$ cat src/rtl/mux_scan_pkg.sv
// Shared types and constants for the mux scan sequencer.
// The dwell helper folds a programmed dwell of 0 into 1.
package mux_scan_pkg;

  localparam int NUM_CH = 4;
  localparam int CH_W   = 2;

  typedef enum logic [1:0] {
    IDLE   = 2'd0,
    SETTLE = 2'd1,
    DONE   = 2'd2
  } scan_state_t;

  // Terminal count of the dwell counter; dwell 0 behaves like dwell 1.
  function automatic int dwell_last(input int dwell);
    return (dwell < 1) ? 0 : dwell - 1;
  endfunction

endpackage

$ cat src/rtl/scan_dwell_cnt.sv
// Dwell counter: counts while enabled, wraps to 0 on its terminal value.
// The term flag marks the cycle on which the mux output is sampled.
module scan_dwell_cnt
  import mux_scan_pkg::*;
#(
  parameter int CNT_W = 8,
  parameter int DWELL = 2
) (
  input  logic clk,
  input  logic rst_n,
  input  logic clr,
  input  logic en,
  output logic term
);

  localparam logic [CNT_W-1:0] LAST = CNT_W'(dwell_last(DWELL));

  logic [CNT_W-1:0] cnt_reg;
  logic [CNT_W-1:0] cnt_next;

  assign term = (cnt_reg == LAST);

  always_comb begin
    cnt_next = cnt_reg;
    if (clr) begin
      cnt_next = '0;
    end else if (en) begin
      cnt_next = term ? '0 : cnt_reg + CNT_W'(1);
    end
  end

  always_ff @(posedge clk) begin
    if (!rst_n) begin
      cnt_reg <= '0;
    end else begin
      cnt_reg <= cnt_next;
    end
  end

endmodule

$ cat src/rtl/mux_scan_ctrl.sv
// Scan sequencer for a 4:1 mux: steps the selects through all channels,
// samples y after each dwell and publishes the four samples as a snapshot.
module mux_scan_ctrl
  import mux_scan_pkg::*;
#(
  parameter int DWELL = 2,
  parameter int CNT_W = 8
) (
  input  logic              clk,
  input  logic              rst_n,
  input  logic              start,
  input  logic              continuous,
  input  logic              y,
  output logic              S0,
  output logic              S1,
  output logic              busy,
  output logic              done,
  output logic [NUM_CH-1:0] snap,
  output logic              snap_valid
);

  localparam logic [CH_W-1:0] LAST_CH = CH_W'(NUM_CH - 1);

  scan_state_t           state_reg, state_next;
  logic [CH_W-1:0]       ch_reg, ch_next;
  logic [NUM_CH-2:0]     shadow_reg, shadow_next;
  logic [NUM_CH-1:0]     snap_reg, snap_next;
  logic                  snap_valid_reg, snap_valid_next;
  logic                  busy_reg, done_reg;
  logic                  dwell_term;

  scan_dwell_cnt #(
    .CNT_W (CNT_W),
    .DWELL (DWELL)
  ) u_dwell (
    .clk   (clk),
    .rst_n (rst_n),
    .clr   (state_reg != SETTLE),
    .en    (state_reg == SETTLE),
    .term  (dwell_term)
  );

  always_comb begin
    state_next      = state_reg;
    ch_next         = ch_reg;
    shadow_next     = shadow_reg;
    snap_next       = snap_reg;
    snap_valid_next = snap_valid_reg;
    unique case (state_reg)
      IDLE: begin
        if (start) begin
          state_next = SETTLE;
          ch_next    = '0;
        end
      end
      SETTLE: begin
        if (dwell_term) begin
          if (ch_reg == LAST_CH) begin
            // Last channel goes straight into the snapshot with the shadows.
            state_next      = DONE;
            snap_next       = {y, shadow_reg};
            snap_valid_next = 1'b1;
          end else begin
            for (int i = 0; i < NUM_CH - 1; i++) begin
              if (ch_reg == CH_W'(i)) begin
                shadow_next[i] = y;
              end
            end
            ch_next = ch_reg + CH_W'(1);
          end
        end
      end
      DONE: begin
        state_next = continuous ? SETTLE : IDLE;
        ch_next    = '0;
      end
      default: begin
        state_next = IDLE;
        ch_next    = '0;
      end
    endcase
  end

  always_ff @(posedge clk) begin
    if (!rst_n) begin
      state_reg      <= IDLE;
      ch_reg         <= '0;
      shadow_reg     <= '0;
      snap_reg       <= '0;
      snap_valid_reg <= 1'b0;
      busy_reg       <= 1'b0;
      done_reg       <= 1'b0;
    end else begin
      state_reg      <= state_next;
      ch_reg         <= ch_next;
      shadow_reg     <= shadow_next;
      snap_reg       <= snap_next;
      snap_valid_reg <= snap_valid_next;
      busy_reg       <= (state_next == SETTLE);
      done_reg       <= (state_next == DONE);
    end
  end

  // The channel register is the select itself; it reads 11 in DONE, 00 in IDLE.
  assign {S1, S0}   = ch_reg;
  assign busy       = busy_reg;
  assign done       = done_reg;
  assign snap       = snap_reg;
  assign snap_valid = snap_valid_reg;

endmodule

$ cat config.mk
export PLATFORM = sky130hd
export DESIGN_NAME = mux_scan_ctrl
export DESIGN_NICKNAME = d
export VERILOG_FILES = /design/src/rtl/mux_scan_pkg.sv /design/src/rtl/scan_dwell_cnt.sv /design/src/rtl/mux_scan_ctrl.sv
export SDC_FILE = /design/constraint.sdc
export NUM_CORES = 1
export LEC_CHECK = 0
export CAP_MARGIN = 10
export CORE_ASPECT_RATIO = 0.8
export CORE_MARGIN = 1
export CORE_UTILIZATION = 45
export DETAILED_ROUTE_END_ITERATION = 7
export HOLD_SLACK_MARGIN = 0.12
export PLACE_DENSITY = 0.75
export SLEW_MARGIN = 10
export SYNTH_ARGS = -nofsm -noshare
export SYNTH_HDL_FRONTEND = slang
export SYNTH_SLANG_ARGS = --single-unit
$ cat constraint.sdc
create_clock -name clk -period 4.5 [get_ports clk]
set_clock_uncertainty 0.1 [all_clocks]
set_input_delay 0.9 -clock clk [delete_from_list [all_inputs] [get_ports clk]]
set_output_delay 0.9 -clock clk [all_outputs]
set_load 0.05 [all_outputs]
==> reports/qor.yml, run 1 <==
top_usage_layer: "met2"
cp.arrival_ns: 1.60
peakVddDrop_v: 0.000225
clock_path_buffers: 2
maxSlewHeadroom_pct: 59.4
die_h_um: 44.4
path_buf_inv: 1
p_total_uw: 340
crit_type: "reg2out"
preCtsSetupSlack_ns: 2.07
ys_seq_elements: 22
finalSetupTns_ns: 0
htreeDepth: 1
worstPathRequired_ns: 3.50
synth_top_area_share_pct: 43.5
clock.fmax_mhz: 385
ys_seq_area_share_pct: 43.5
cpPeakStageDelay_ns: 0.84
finalHoldViolCount: 0
rr_startpoint: "u_dwell.cnt_reg[0]"
critPathTopFamily: "buffers and inverters"
maxCapViolCount: 0
die_w_um: 55.0
fin_area_sq_mm: 0.00119
slew_viol_final: 0
status: "complete, no violations"
post_cts_buffers: 0
regArea_sq_um: 440
clock_sinks: 22
synth_fp_nets: 116
synthTopCellsByArea: "dfxtp_1 44%, mux2i_1 7.9%, ha_1 7.4%"
p_comb_share_pct: 8.9
ff2ff_path_depth: 4
grtUsageMet2_pct: 27.0
period_share_pct: 57.8
numCtsBuffers: 3
grt_pass1_wl_um: 3170
crit_path_start_kind: "flop"
p_leak_nw: 0.463
hold_depth: 2
crit_chain: "clkdlybuf4s50_1"
drt-vias-per-instance: 5.35
drc: 0
n_antenna_cell: 0
firstDrtPassIters: 4
drive_gt1_share_pct: 5.83
antenna_found_initial: 0
pwr-share-seq_pct: 59.3
swShare_pct: 23.6
die_area_sq_mm: 0.00244
initial_core_util_pct: 50.7
areaGrowthSynthToFinish_pct: 17.9
rrSetupSlack_ns: 2.77
path_max_fanout: 6
cts_hold_buf: 0
yosys.area.top_type: "dfxtp_1"
clkTransAtPathRegs_ns: 0.12
holdWs_ns: 0.359
p_clk_share_pct: 31.8
num_rows: 14
ys_async_sr_fraction_pct: 0
end_kind: "primary output"
met1_usage_pct: 25.8
worst_slack_ns: 1.90
drt_iter0_markers: 15
p_int_uw: 260
wire_per_inst_um: 12.3
place_inst: 140
grt_pass1_vias: 721
tightest_slew_ns: 0.606
clock_latency_ns: 0.31
rr_endpoint: "snap[0]"
instances_no_fill: 144
grt_usage_pct: 18.7
syn_area_per_cell_sq_um: 9.64
finalWirelength_um: 1780
place_congestion: 0.861
fin_nets: 132
cts_resized: 0
hold_end: "snap_valid"
ioPinCount: 14
largest_reg_flops: 8
fin_util_pct: 59.8
portBuffers: 13
gr-total-overflow: 0
vias: 770
power_density_mw_per_mm2: 285
place_area_sq_mm: 0.00116
grtUsageMet3_pct: 7.22
setup_viol: 0
ant_nets: 0
cts-root-buf: "clkbuf_4"
synth_warnings: 0
syn_area_sq_mm: 0.00101
slowest_stage: "clkdlybuf4s50_1"
hpwl_um: 1310
net-switching-power_uw: 80.3
synth_edf_count: 0
rsz0062_at_grt: "no"
grt_max_degree: 14
hold_path_class: "reg2reg"
synth-main-ff-cell: "dfxtp_1"
min_from: "snap_valid"
fill_cells: 185
period_minus_slack_ns: 2.60
syn_inst: 105
multi_input_area_sq_um: 534
yosysUniqueCellTypes: 27
cts_tree: "done"
core_sq_mm: 0.00200
==> area by class of cell <==
class	count	share of cell area [%]
well taps	24	2.52
repair buffers	13	10.9
clock buffers	4	3.04
multi-input cells	75	44.8
inverters	6	1.89
flip-flops and latches	22	36.9
==> layer usage <==
metal | up-vias | wire length (um) | share of wire [%]
li1 | 396 | - | -
met1 | 352 | 919 | 52
met2 | 17 | 749 | 42
met3 | 5 | 83 | 4.7
met4 | 0 | 27 | 1.5
met5 | - | 0 | 0
==> power groups by stage <==
stage | combinational, mW | clock, mW | sequential, mW
global placement | 0.0297 | 0 | 0.206
CTS | 0.0304 | 0.111 | 0.202
floorplan | 0.0158 | 0 | 0.210
global route | 0.0331 | 0.120 | 0.203
finish | 0.0305 | 0.108 | 0.202
detailed placement | 0.0302 | 0 | 0.206
==> Yosys cell counts (2+ instances only) <==
master / count
nand4_1: 6
ha_1: 6
nand3_1: 6
o21ai_0: 5
nand2_1: 9
or3_1: 3
xor2_1: 2
dfxtp_1: 22
nor2_1: 7
o32ai_1: 2
inv_1: 6
mux2i_1: 8
nor2b_1: 6
a21oi_1: 4
==> logic make-up after synthesis <==
logic type	Yosys count	share of synthesized area (%)
AOI/OAI and AO/OA	12	6.92
buffers and inverters	8	3.71
xor gates and xnor gates	3	2.60
DFF	22	43.5
muxes	8	7.91
and+or+nand+nor	46	27.9
adders and majority gates	6	7.42
==> cell usage in the layout (no fill, tap or decap) <==
cell type	n
nor2b_1	6
clkbuf_4	3
nor3_2	1
clkdlybuf4s50_1	13
dfxtp_1	22
nor3b_1	1
nand3b_1	1
and3_1	1
nand4_1	6
or3_1	3
o32ai_1	2
and4b_1	1
nand2_1	9
a21o_1	1
clkbuf_8	1
ha_1	6
a21oi_1	4
o21ai_0	5
nor2_1	7
xnor2_1	1
and2_1	1
mux2i_1	8
xor2_1	2
nand3_1	6
nand2b_1	1
nand4_4	1
inv_1	6
nor4b_4	1
==> worst max path at each step <==
| stage | from | to | slack [ns] | cells past startpoint |
|---|---|---|---|---|
| CTS | ch_reg[0] | S0 | 1.89 | 1 |
| global placement | rst_n | u_dwell.cnt_reg[6] | 2.15 | 4 |
| detailed placement | rst_n | u_dwell.cnt_reg[2] | 2.07 | 4 |
| global route | ch_reg[0] | S0 | 1.83 | 1 |
| finish | ch_reg[0] | S0 | 1.90 | 1 |
| floorplan | rst_n | busy | 2.80 | 3 |
Note: power is estimated with default switching activity, not from simulation.
==> run 2, diff against run 1 <==
--- a/config.mk
+++ b/config.mk
@@ -11,7 +11,7 @@
 export CORE_UTILIZATION = 45
 export DETAILED_ROUTE_END_ITERATION = 7
 export HOLD_SLACK_MARGIN = 0.12
-export PLACE_DENSITY = 0.75
+export PLACE_DENSITY = 0.77
 export SLEW_MARGIN = 10
 export SYNTH_ARGS = -nofsm -noshare
 export SYNTH_HDL_FRONTEND = slang
==> constraint.sdc (replaced) <==
create_clock -name clk -period 2.2 [get_ports clk]
set_clock_uncertainty 0.1 [all_clocks]
set_input_delay 0.44 -clock clk [delete_from_list [all_inputs] [get_ports clk]]
set_output_delay 0.44 -clock clk [all_outputs]
set_load 0.05 [all_outputs]
==> reports/qor.yml, run 2 (synthesized netlist as in run 1, its figures left out) <==
peakVddDrop_v: 0.000435  # +94%
path_max_fanout: 6  # unchanged
crit_start: "ch_reg[0]"
period_minus_slack_ns: 2.11
cts_hold_buf: 0  # unchanged
cts_resized: 0  # unchanged
final_cell_mix: "22 x dfxtp_1, 13 x clkdlybuf4s50_1, 9 x nand2_1"
p_leak_nw: 0.461  # -0.51%
drc: 0  # unchanged
cts_tree: "done"
grt_max_degree: 12  # -2
crit_path_start_kind: "flop"
n_antenna_cell: 0  # unchanged
crit_type: "reg2out"
portBuffers: 13  # unchanged
areaGrowthSynthToFinish_pct: 17.3
crit_chain: "clkdlybuf4s50_1"
wire_per_inst_um: 12.7  # +2.5%
num_rows: 14  # unchanged
end_kind: "primary output"
clkTransAtPathRegs_ns: 0.11  # about the same
maxSlewHeadroom_pct: 60.2  # +0.83 points
ioPinCount: 14  # unchanged
post_cts_buffers: 0  # unchanged
vias: 773  # +0.39%
finalWirelength_um: 1820  # +2.5%
grt_pass1_vias: 686  # -4.9%
initial_core_util_pct: 50.7  # unchanged
worstPathRequired_ns: 1.66  # -1.84 ns
worst_slack_ns: 0.0874  # -1.81 ns
core_sq_mm: 0.00200  # unchanged
place_area_sq_mm: 0.00116  # +0.65%
preCtsSetupSlack_ns: 0.433  # -1.64 ns
cp.arrival_ns: 1.57  # -0.03 ns
critPathTopFamily: "buffers and inverters"
rr_startpoint: "u_dwell.cnt_reg[0]"
fin_nets: 133  # +0.76%
drive_gt1_share_pct: 5.83  # unchanged
setup_viol: 0  # unchanged
numCtsBuffers: 3  # unchanged
min_from: "snap_valid"
hold_path_class: "reg2reg"
place_congestion: 0.816  # -5.2%
clock_latency_ns: 0.30  # about the same
clock_path_buffers: 2  # unchanged
power_density_mw_per_mm2: 552  # +93%
htreeDepth: 1  # unchanged
largest_reg_flops: 8  # unchanged
finalSetupTns_ns: 0  # unchanged
antenna_found_initial: 0  # unchanged
rsz0062_at_grt: "no"
period_share_pct: 96.0
final_common_cell: "dfxtp_1"
clock.fmax_mhz: 473
fin_area_sq_mm: 0.00119  # -0.52%
grt_pass1_wl_um: 3100  # -2.4%
maxCapViolCount: 0  # unchanged
status: "complete, no violations"
tightest_slew_ns: 0.594  # -0.0124 ns
die_w_um: 55.0  # unchanged
finalHoldViolCount: 0  # unchanged
slew_viol_final: 0  # unchanged
clock_sinks: 22  # unchanged
slowest_stage: "clkdlybuf4s50_1"
grt_usage_pct: 18.5  # -0.26 points
die_area_sq_mm: 0.00244  # unchanged
instances_no_fill: 144  # unchanged
firstDrtPassIters: 4  # unchanged
place_inst: 141  # +0.71%
cpPeakStageDelay_ns: 0.84  # about the same
drt_iter0_markers: 22  # +7
die_h_um: 44.4  # unchanged
cts-root-buf: "clkbuf_4"
hpwl_um: 1370  # +4.6%
drt-vias-per-instance: 5.37  # +0.39%
ant_nets: 0  # unchanged
path_buf_inv: 1  # unchanged
holdWs_ns: 0.366  # +0.00702 ns
gr-total-overflow: 0  # unchanged
==> run 2: cell types whose count changed in the layout (fill, tap and decap cells not counted) <==
cell and delta:
buf_4 +1, clkbuf_8 -1
==> run 2: worst paths after layout <==
kind | end | slack, ns | cells after the start
worst max register to register | snap[0] | 0.47 | 4
worst max-delay path | S0 | 0.09 | 1
worst min register to register | snap_valid | 0.37 | 2
worst min-delay path | snap_valid | 0.37 | 2
==> run 2: layout make-up <==
cell class	instances	area (sq um)
Multi-Input combinational cell	75	534
Clock buffer	3	22.5
Tap cell	24	30.0
Sequential cell	22	440
Fill cell	183	810
Timing Repair Buffer	14	138
Inverter	6	22.5
==> run 2: per-layer routing <==
metal  vias to the layer above  global-route usage [%]  part of all wire (%)
met5                         -                       0                     0
met4                         0                    7.50                   1.6
met3                         5                    7.90                   7.2
met2                        20                    24.3                    39
met1                       345                    26.2                    52
li1                        403                       -                     -
==> run 2: report_power, final <==
part / total, mW / switching (mW) / internal (mW)
sequential: 0.413 / 0.00750 / 0.405
clock: 0.178 / 0.114 / 0.0640
combinational: 0.0639 / 0.0375 / 0.0265
==> run 2: stage by stage <==
| step | util [%] | power (mW) |
|---|---|---|
| after floorplan | - | 0.462 |
| after global placement | 58.3 | 0.484 |
| after detailed placement | 58.3 | 0.485 |
| after CTS | 59.5 | 0.668 |
| after global routing | 59.5 | 0.684 |
| final | 59.5 | 0.655 |
==> RTL edit 1, RTL diff (flow settings as in run 2) <==
Reset style: asynchronous (`rst_n`), changed in 2 clocked blocks.
--- a/src/rtl/scan_dwell_cnt.sv
+++ b/src/rtl/scan_dwell_cnt.sv
@@ -29,7 +29,7 @@
     end
   end
 
-  always_ff @(posedge clk) begin
+  always_ff @(posedge clk or negedge rst_n) begin
     if (!rst_n) begin
       cnt_reg <= '0;
     end else begin
--- a/src/rtl/mux_scan_ctrl.sv
+++ b/src/rtl/mux_scan_ctrl.sv
@@ -81,7 +81,7 @@
     endcase
   end
 
-  always_ff @(posedge clk) begin
+  always_ff @(posedge clk or negedge rst_n) begin
     if (!rst_n) begin
       state_reg      <= IDLE;
       ch_reg         <= '0;
Formal check against the unedited RTL: differs if rst_n is asserted again (counterexample within 4 cycles, from zero or initial values and one cycle with rst_n low); with rst_n held inactive, the same outputs for 10 cycles.
==> RTL edit 1 against run 2 <==
Count of clock-buffer cells in the layout grew 1; worst hold slack lost 0.0059 ns; synthesized area grew 3.0%; synthesized cell count shrank 15%; worst setup slack gained 0.082 ns; final area grew 5.5%; routed wire length shrank 9.7%; sequential cell count is the same.
Power is not compared: it rests on default switching activity, and its combinational part moved more than twofold at a synthesized area within 25%.
==> RTL edit 1: results <==
export IMPL_clock_latency_ns=0.30
export IMPL_dpl_cell_count=128
export IMPL_ys_ff_latch=22
export IMPL_drtIter0Drc=2
export IMPL_fin_cells=132
export IMPL_syn_nets=100
export IMPL_critPathSlowestCell="or4b_4"
export IMPL_grt_pass1_vias=638
export IMPL_fmax_mhz=492
export IMPL_antenna_found_initial=0
export IMPL_grt_max_degree=23
export IMPL_leakagePower_nw=0.606
export IMPL_r2r_slack_ns=0.17
export IMPL_startpoint_type="flip-flop"
export IMPL_final_layout_size_suffix_gt1_share_pct=13.1
export IMPL_yosys_warnings=0
export IMPL_cts_buffer_depth=2
export IMPL_placed_area_um2=1210
export IMPL_synth_area_leaders="dfrtp_1 53%, ha_1 7.2%, mux2_2 4.3%, xor2_1 4.2%, nor2_1 4.0%"
export IMPL_fin_nets=119
export IMPL_synth_common_cells="22 x dfrtp_1, 11 x nor2_1, 7 x nand2_1, 6 x ha_1"
export IMPL_worstSetupEndpointType="flip-flop"
export IMPL_clock_root_buffer="clkbuf_4"
export IMPL_reg2regPathDepth=6
export IMPL_gp_congestion=0.860
export IMPL_h_tree_depth=1
export IMPL_synthFlopType="dfrtp_1"
export IMPL_seq_area_frac_synth_pct=52.8
export IMPL_ctsResizeCount=0
export IMPL_path_clk_slew_ns=0.12
export IMPL_nFillCells=191
export IMPL_drt_pre_antenna_iters=4
export IMPL_synthArstFlopShare_pct=100
export IMPL_hold_worst_slack_ns=0.361
export IMPL_crit_fanout=5
export IMPL_outcome="finished, final reports clean"
export IMPL_via_count=675
export IMPL_multi_input_area_um2=480
export IMPL_r2r_start="u_dwell.cnt_reg[1]$_DFF_PN0_"
export IMPL_critPathTopFamily="simple AND/OR/NAND/NOR gates"
export IMPL_irDropWorstVdd_mv=0.876
export IMPL_grt_pass1_wl_um=2860
export IMPL_antenna_cells=0
export IMPL_cts_buffers=3
export IMPL_postCtsSetupBuffers=0
export IMPL_avgSynthCellArea_um2=11.7
export IMPL_critPathMaxStageDelay_ns=0.51
export IMPL_largest_register_ffs=8
export IMPL_hold_class="in -> async"
export IMPL_timing_rr_end="shadow_reg[2]$_DFFE_PN0P_"
export IMPL_hpwl_um=1230
export IMPL_cp_arrival_ns=2.13
export IMPL_worstMarginPinSlew_ns=0.504
export IMPL_portBuffers=13
export IMPL_wire_per_inst_um=12.5
export IMPL_dp_slack_ns=0.161
export IMPL_yosysUniqueCellTypes=25
export IMPL_track_usage_pct=15.3
RTL edit 1: metal layers:
layer	vias to the layer above	wire length (um)	track usage, %
met5	-	0	0
met1	321	811	18.9
met3	0	88	5.73
met4	0	0	3.00
met2	16	747	26.5
li1	338	-	-
RTL edit 1: cells by family (layout without fill, tap and decap cells):
kind of cell	Yosys count	after routing	share of synthesized area, %
buffers and inverters	3	21	1.08
flip-flops	22	22	52.8
multiplexers	10	10	10.4
AO/OA/AOI/OAI	5	5	2.88
adder cells (fa/ha/maj)	6	6	7.20
XOR/XNOR	6	6	5.04
AND/OR/NAND/NOR	37	37	20.5
RTL edit 1: cell type report:
type	count	share of cell area, %
Sequential cell	22	44.0
Multi-Input combinational cell	64	38.4
Timing Repair Buffer	14	11.4
Clock buffer	4	2.90
Tap cell	25	2.50
Inverter	3	0.899
RTL edit 1: power breakdown:
part	leakage [nW]	switching (mW)	total [mW]	internal [mW]
Clock	0.0210	0.118	0.219	0.101
Sequential	0.272	0.102	0.631	0.530
Combinational	0.313	0.482	0.795	0.313
==> RTL edit 2, RTL diff (config.mk and constraints of run 2) <==
Without the edit above. The package constant `NUM_CH` goes from 4 to 8.
--- a/src/rtl/mux_scan_pkg.sv
+++ b/src/rtl/mux_scan_pkg.sv
@@ -2,7 +2,7 @@
 // The dwell helper folds a programmed dwell of 0 into 1.
 package mux_scan_pkg;
 
-  localparam int NUM_CH = 4;
+  localparam int NUM_CH = 8;
   localparam int CH_W   = 2;
 
   typedef enum logic [1:0] {
Ports: changed (resized snap); port bits go from 14 to 18. The function was not compared with the original's and may differ.
==> RTL edit 2 against run 2 <==
Routed wire length down 3.6%; via count shrank 6.6%; clock power rose by 25%; register-to-register slack barely moved; sequential cell count unchanged; core utilization is 3.5 points lower; final area is 1.7% higher; worst setup slack improved by 0.0055 ns; first-iteration DRC count fell by 32%; total power grew 7.8%; synthesized area rose by 2.0%; non-clock buffer count up 3; critical path type unchanged; largest power group unchanged; highest routed layer is now met3.
==> RTL edit 2: results <==
export IMPL_placed_area_um2=1170
export IMPL_synth_area_leaders="dfxtp_1 43%, mux2i_1 7.8%, ha_1 7.3%, buf_4 4.4%, nand4b_1 4.2%"
export IMPL_seq_area_frac_synth_pct=42.7
export IMPL_dr_wl_met3_um=86
export IMPL_wl_met2_um=744
export IMPL_final_min_clock_period_ns=2.11
export IMPL_dpl_cell_count=139
export IMPL_critPathTopFamily="buffers and inverters"
export IMPL_leakagePower_nw=0.495
export IMPL_met1_usage_pct=22.1
export IMPL_grt_max_degree=14
export IMPL_fin_nets=130
export IMPL_grtUsageMet2_pct=22.4
export IMPL_worstMarginPinSlew_ns=0.509
export IMPL_grtUsageMet3_pct=6.88
export IMPL_endpoint="S0"
export IMPL_ctsResizeCount=0
export IMPL_avgSynthCellArea_um2=9.83
export IMPL_fin_util_pct=55.9
export IMPL_wire_per_inst_um=12.3
export IMPL_nFillCells=192
export IMPL_outcome="finished, final reports clean"
export IMPL_final_layout_size_suffix_gt1_share_pct=10.2
export IMPL_postCtsSetupBuffers=0
export IMPL_portBuffers=16
export IMPL_drtIter0Drc=15
export IMPL_grt_pass1_vias=630
export IMPL_synth_common_cells="22 x dfxtp_1, 10 x nor2_1, 9 x nand2_1, 8 x mux2i_1"
export IMPL_routed_wirelength_um=1760
export IMPL_routed_top_layer="met3"
export IMPL_wl_met1_um=926
export IMPL_irDropWorstVdd_mv=0.449
export IMPL_hold_worst_slack_ns=0.364
export IMPL_dp_slack_ns=0.446
export IMPL_hold_class="reg -> reg"
export IMPL_timing_rr_end="busy$_SDFF_PN0_"
export IMPL_track_usage_pct=15.7
export IMPL_via_count=722
export IMPL_hpwl_um=1290
export IMPL_switching_power_uw=173
RTL edit 2: kinds of logic after synthesis:
| logic type | synth area share (%) |
|---|---|
| other | 0.363 |
| adder cells (fa/ha/maj) | 7.27 |
| multiplexers | 7.76 |
| buffers and inverters | 8.00 |
| AO/OA/AOI/OAI | 3.15 |
| XOR/XNOR | 5.09 |
| AND/OR/NAND/NOR | 25.7 |
| flip-flops | 42.7 |
RTL edit 2: final cells by class:
class / count / area share (%)
Timing Repair Buffer: 17 / 13.9
Inverter: 6 / 1.87
Multi-Input combinational cell: 69 / 42.2
Tap cell: 25 / 2.59
Clock buffer: 4 / 3.01
Sequential cell: 22 / 36.5
RTL edit 2: power by group through the flow:
stage	Clock (mW)	Combinational [mW]	Sequential (mW)
floorplan	0	0.0463	0.429
global placement	0	0.0701	0.420
detailed placement	0	0.0711	0.421
CTS	0.230	0.0716	0.412
global route	0.249	0.0767	0.413
finish	0.223	0.0714	0.412
